`src/rtl/seq_link_pkg.sv`:
```
// seq_link_pkg: shared types and constants for the serial-sync link (transmitter and detectors).
package seq_link_pkg;
   typedef enum logic [1:0] {ST_IDLE, ST_SYNC, ST_DATA, ST_GAP} seq_state_t;
   localparam int SEQ_SYNC_W = 4;
   localparam logic [SEQ_SYNC_W-1:0] SEQ_SYNC = 4'b1001;
   function automatic int cnt_w(int a, int b, int c);
      int m;
      m = a > b ? a : b;
      m = m > c ? m : c;
      return $clog2(m + 1);
   endfunction
endpackage

```
`src/rtl/seq_piso_shreg.sv`:
```
// seq_piso_shreg: parallel-load, MSB-first shift register with load/shift enables.
module seq_piso_shreg #(
   parameter int W = 8
) (
   input  logic         clk,
   input  logic         rst,
   input  logic         load,
   input  logic         shift,
   input  logic [W-1:0] din,
   output logic         msb
);
   logic [W-1:0] sh;
   always_ff @(posedge clk)
      if (rst) sh <= '0;
      else if (load) sh <= din;
      else if (shift) sh <= sh << 1;
   assign msb = sh[W-1];
endmodule

```
`src/rtl/seq_frame_tx.sv`:
```
// seq_frame_tx: bit-serial frame transmitter; sync pattern, MSB-first payload, then idle gap.
module seq_frame_tx
   import seq_link_pkg::*;
#(
   parameter int                DATA_W = 8,
   parameter int                SYNC_W = SEQ_SYNC_W,
   parameter logic [SYNC_W-1:0] SYNC   = SEQ_SYNC,
   parameter int                GAP_W  = 2
) (
   input  logic              clk,
   input  logic              rst,
   input  logic              in_valid,
   input  logic [DATA_W-1:0] in_data,
   output logic              in_ready,
   output logic              dout,
   output logic              dout_valid,
   output logic              busy,
   output logic              frame_done
);
   localparam int CW = cnt_w(SYNC_W, DATA_W, GAP_W);
   localparam int GAP_LD = GAP_W > 0 ? GAP_W - 1 : 0;
   seq_state_t state, state_n;
   logic [CW-1:0] cnt, cnt_n;
   logic dout_n, dout_valid_n, frame_done_n, load, shift, sh_msb;
   assign in_ready = state == ST_IDLE;
   assign busy = !in_ready;
   assign load = in_valid && in_ready;
   assign shift = state_n == ST_DATA;
   seq_piso_shreg #(.W(DATA_W)) u_shreg (
      .clk(clk), .rst(rst), .load(load), .shift(shift), .din(in_data), .msb(sh_msb)
   );
   // cnt holds the index of the bit on the line; each phase ends when it reaches 0
   always_comb begin
      state_n = state;
      cnt_n = cnt - 1'b1;
      frame_done_n = 1'b0;
      case (state)
         ST_IDLE: begin
            state_n = load ? ST_SYNC : ST_IDLE;
            cnt_n = load ? CW'(SYNC_W - 1) : '0;
         end
         ST_SYNC: if (cnt == '0) begin
            state_n = ST_DATA;
            cnt_n = CW'(DATA_W - 1);
         end
         ST_DATA: if (cnt == '0) begin
            state_n = GAP_W > 0 ? ST_GAP : ST_IDLE;
            cnt_n = CW'(GAP_LD);
            frame_done_n = 1'b1;
         end
         ST_GAP: if (cnt == '0) begin
            state_n = ST_IDLE;
            cnt_n = '0;
         end
         default: begin
            state_n = ST_IDLE;
            cnt_n = '0;
         end
      endcase
      dout_n = state_n == ST_SYNC ? |(SYNC & (SYNC_W'(1) << cnt_n)) : state_n == ST_DATA ? sh_msb : 1'b0;
      dout_valid_n = state_n == ST_SYNC || state_n == ST_DATA;
   end
   always_ff @(posedge clk)
      if (rst) begin
         state <= ST_IDLE;
         cnt <= '0;
         dout <= 1'b0;
         dout_valid <= 1'b0;
         frame_done <= 1'b0;
      end else begin
         state <= state_n;
         cnt <= cnt_n;
         dout <= dout_n;
         dout_valid <= dout_valid_n;
         frame_done <= frame_done_n;
      end
endmodule

```
`config.mk`:
```
export PLATFORM = sky130hd
export DESIGN_NAME = seq_frame_tx
export DESIGN_NICKNAME = d
export VERILOG_FILES = /design/src/rtl/seq_link_pkg.sv /design/src/rtl/seq_piso_shreg.sv /design/src/rtl/seq_frame_tx.sv
export SDC_FILE = /design/constraint.sdc
export NUM_CORES = 1
export LEC_CHECK = 0
export ABC_AREA = 1
export BUFFER_PORTS_ARGS = -buffer_cell sky130_fd_sc_hd__buf_4
export CORE_ASPECT_RATIO = 1.1
export CORE_UTILIZATION = 35
export CTS_CLUSTER_DIAMETER = 40
export DETAILED_ROUTE_END_ITERATION = 16
export SYNTH_ARGS = -nofsm -noshare
export SYNTH_HDL_FRONTEND = slang
export SYNTH_HIERARCHICAL = 1
export SYNTH_SLANG_ARGS = --single-unit
export TNS_END_PERCENT = 100
```
`constraint.sdc`:
```
create_clock -name clk -period 1.77 [get_ports clk]
set_input_delay 0.354 -clock clk [delete_from_list [all_inputs] [get_ports clk]]
set_output_delay 0.354 -clock clk [all_outputs]
set_load 0.05 [all_outputs]
```
==> run_results.csv <==
group,metric,value,unit
run_status,status,"finished, final reports clean",
pwr,power_frac_clock,11.1,%
critical_path,cp.required,2.02,ns
pwr,pwr-share-comb,59.5,%
yosys,synth-simple-area-share,36.3,%
min_path,worstHoldStart,"rst",
timing,slew_headroom,78.2,%
grt,grt_use_total,14.7,%
yosys,synth_compound_area_share,6.10,%
grt,grt.busiest_layer,"met2",
yosys,synth_top_area_share,37.7,%
yosys,synth_most_common_cell,"nand2_1",
yosys,yosysWarnings,6,
yosys,synth_xor_area_share,0.971,%
cells_and_area,finalNetCount,177,
grt,grt_use_met3,2.75,%
pwr,power_frac_seq,29.4,%
drt,vias,866,
grt,grt_max_degree,12,
yosys,synth_top_family_by_area,"simple AND/OR/NAND/NOR gates",
timing,slew_violations,0,
placed_design,placed_area,0.00110,mm²
floorplan,io-pin-count,16,
drt,drt_iter0_markers,29,
clock_tree,clock_tree.root_cell,"clkbuf_4",
grt,grt_util_met2,23.2,%
yosys,ys_ff_latch,17,
cells_and_area,n_fill_cell,243,
critical_path,timing.rr.end,"u_shreg/sh[2]",
yosys,postSynthAreaPerCell,6.68,µm²
floorplan,std_cell_rows,18,
drt,routed_via_density,4.53,
drt,dr.pass1.iters,4,
grt,gr-total-overflow,0,
yosys,synth_nets,150,
timing,worst_pin_slew,0.326,ns
clock_tree,clock_tree.buffer_depth,2,
min_path,hp-class,"primary input to flip-flop",
pwr,powerDensity,1560,mW/mm²
drt,ant_nets,0,
timing,clock.fmax,0.593,GHz
critical_path,worstPathMaxFanout,8,
drt,drt_wl_total,1850,µm
drt,drc,0,
floorplan,die_h,55.2,µm
critical_path,critPathKind,"flip-flop to flip-flop",
yosys,yosys-mux-area-fraction,0,%
critical_path,start_kind,"flip-flop",
yosys,synth.area.top_cells,"dfxtp_1 (38%), nand2_1 (18%), inv_1 (10%), nand3_1 (7.8%), ha_1 (5.5%)",
pwr,p_leak,0.000647,µW
grt,first_global_vias,777,
grt,antenna_found_initial,0,
yosys,yosys_most_used_dff,"dfxtp_1",
grt,use_met1,18.3,%
critical_path,ff2ff_setup_slack,0.08,ns
floorplan,initial_core_util,38.5,%
yosys,synthTopCellsByCount,"nand2_1 (43), inv_1 (25), dfxtp_1 (17), nand3_1 (14), nor2_1 (12)",
critical_path,cp-end-kind,"flip-flop",
placed_design,port_buffers,15,
cells_and_area,n_antenna_cell,0,
yosys,synth-edff-count,0,
cells_and_area,area_growth,34.5,%
timing,period_minus_slack,1.69,ns
yosys,syn-cell-area,902,µm²
clock_tree,hold_buffers,0,
floorplan,dieWidth,50.4,µm
job,maxCapViolCount,0,
floorplan,core_area,0.00234,mm²
timing,skew,0.00619,ns
pwr,p_switching,849,µW
yosys,synth_top_area_cell,"dfxtp_1",
floorplan,die_area,0.00278,mm²
clock_tree,cts_sinks,17,
cells_and_area,drive_gt1_share,32.3,%
yosys,synth-adder-area-share,5.55,%
timing,setup_viol,0,
yosys,synth.distinct_cells,21,
pwr,p_int,1050,µW
grt,grt_pass1_wl,3150,µm
clock_tree,htree_levels,1,
pwr,p_sw_share,44.8,%
placed_design,dp_hpwl,1320,µm
drt,wl_per_cell,9.70,µm
placed_design,place.gp.congestion,0.829,
clock_tree,cts_buffers,3,
clock_tree,cts_tree,"yes",
critical_path,r2r_cells,13,
min_path,min_path_cells,2,
min_path,whs_endpoint,"u_shreg/sh[6]",
yosys,synthArstFlopShare,0,%
critical_path,reg2reg_from,"cnt[1]",
clock_tree,clock_latency,0.29,ns
yosys,yosysSeqAreaShare,37.7,%
clock_tree,clk_pin_slew,0.10,ns
yosys,syn_inst,135,
timing,fin_crit_sh,95.3,%
timing,hold_violations,0,
critical_path,critical_path_arrival,1.93,ns
pwr,ir_worst_vdd,0.893,mV
cells_and_area,fin_area,0.00121,mm²
timing,final.setup.tns,0,ns
area by class of cell:
class | count | area [µm²] | area share, %
clock buffers | 4 | 26.3 | 2.16
repair buffers | 24 | 210 | 17.3
multi-input cells | 89 | 493 | 40.6
inverters | 27 | 101 | 8.35
well taps | 30 | 37.5 | 3.09
flip-flops and latches | 17 | 345 | 28.5
sequential cells by signal (all words and copies together) (netlist names):
| register | cells |
|---|---|
| u_shreg/sh | 8 |
| cnt | 4 |
| state | 2 |
| dout | 1 |
| dout_valid | 1 |
| frame_done | 1 |
worst max-delay path, stage by stage, from the launching register on:
cell and delay (ns):
dfxtp_2 0.34, inv_2 0.05, ha_2 0.18, nand2_2 0.07, buf_4 0.15, nand2_2 0.06, nand2_2 0.08, ha_4 0.19
buf_12 0.13, nor2_8 0.16, nand2_1 0.08, nand3_1 0.08, nand2_1 0.05, inv_1 0.04
worst max-delay path by stage:
stage          startpoint             to  slack, ns  depth (start not counted)
4_1_cts            cnt[0]  u_shreg/sh[7]      0.006                         14
5_1_grt            cnt[1]  u_shreg/sh[2]     -0.006                         13
3_5_place_dp       cnt[0]  u_shreg/sh[7]      -0.06                         14
2_1_floorplan      cnt[0]  u_shreg/sh[1]       0.07                         14
3_3_place_gp       cnt[0]  u_shreg/sh[2]       0.03                         14
6_report           cnt[1]  u_shreg/sh[2]       0.08                         13
power by group through the flow:
stage	logic, µW	clock network, µW	registers [µW]
finish	1130	210	556
global route	1260	230	567
CTS	980	221	543
detailed placement	960	0	552
global placement	944	0	551
floorplan	625	0	614
cells in the final DEF, fill, tap and decap left out, drive strengths merged, types with 4 or more instances in the layout:
master	synthesis	layout
nand2	44	44
inv	27	27
buf	2	23
dfxtp	17	17
nand3	14	14
nor2	13	13
clkbuf	0	5
o21ai	4	4
a21oi	4	4
ha	4	4
per-stage QoR:
step / cells / utilization, % / power [µW] / hold slack, ns / setup slack (ns)
floorplan: 135 / - / 1240 / 0.416 / 0.0650
global placement: 184 / 46.9 / 1500 / 0.454 / 0.0338
detailed placement: 184 / 46.9 / 1510 / 0.454 / -0.0631
CTS: 188 / 48.3 / 1740 / 0.300 / 0.00637
global route: 191 / 51.8 / 2060 / 0.308 / -0.00650
finish: 191 / 51.8 / 1890 / 0.298 / 0.0839
cells by family (layout without fill, tap and decap cells):
family	after synthesis	after routing
AOI/OAI and AO/OA	9	9
adders and majority gates	4	4
DFF	17	17
xor gates and xnor gates	1	1
and+or+nand+nor	75	75
buffers and inverters	29	55
metal layers:
metal / wire (µm) / up-vias
met1: 863 / 381
met5: 0 / -
met2: 860 / 19
met3: 94 / 4
met4: 34 / 0
li1: - / 462
repair_timing:
item,in CTS,in global routing
gates resized for setup,3,17
pin swaps,0,6
setup buffers,0,2
endpoints found under the setup margin,8,9
cloned,0,1
Power figures use the tool's default switching activity.
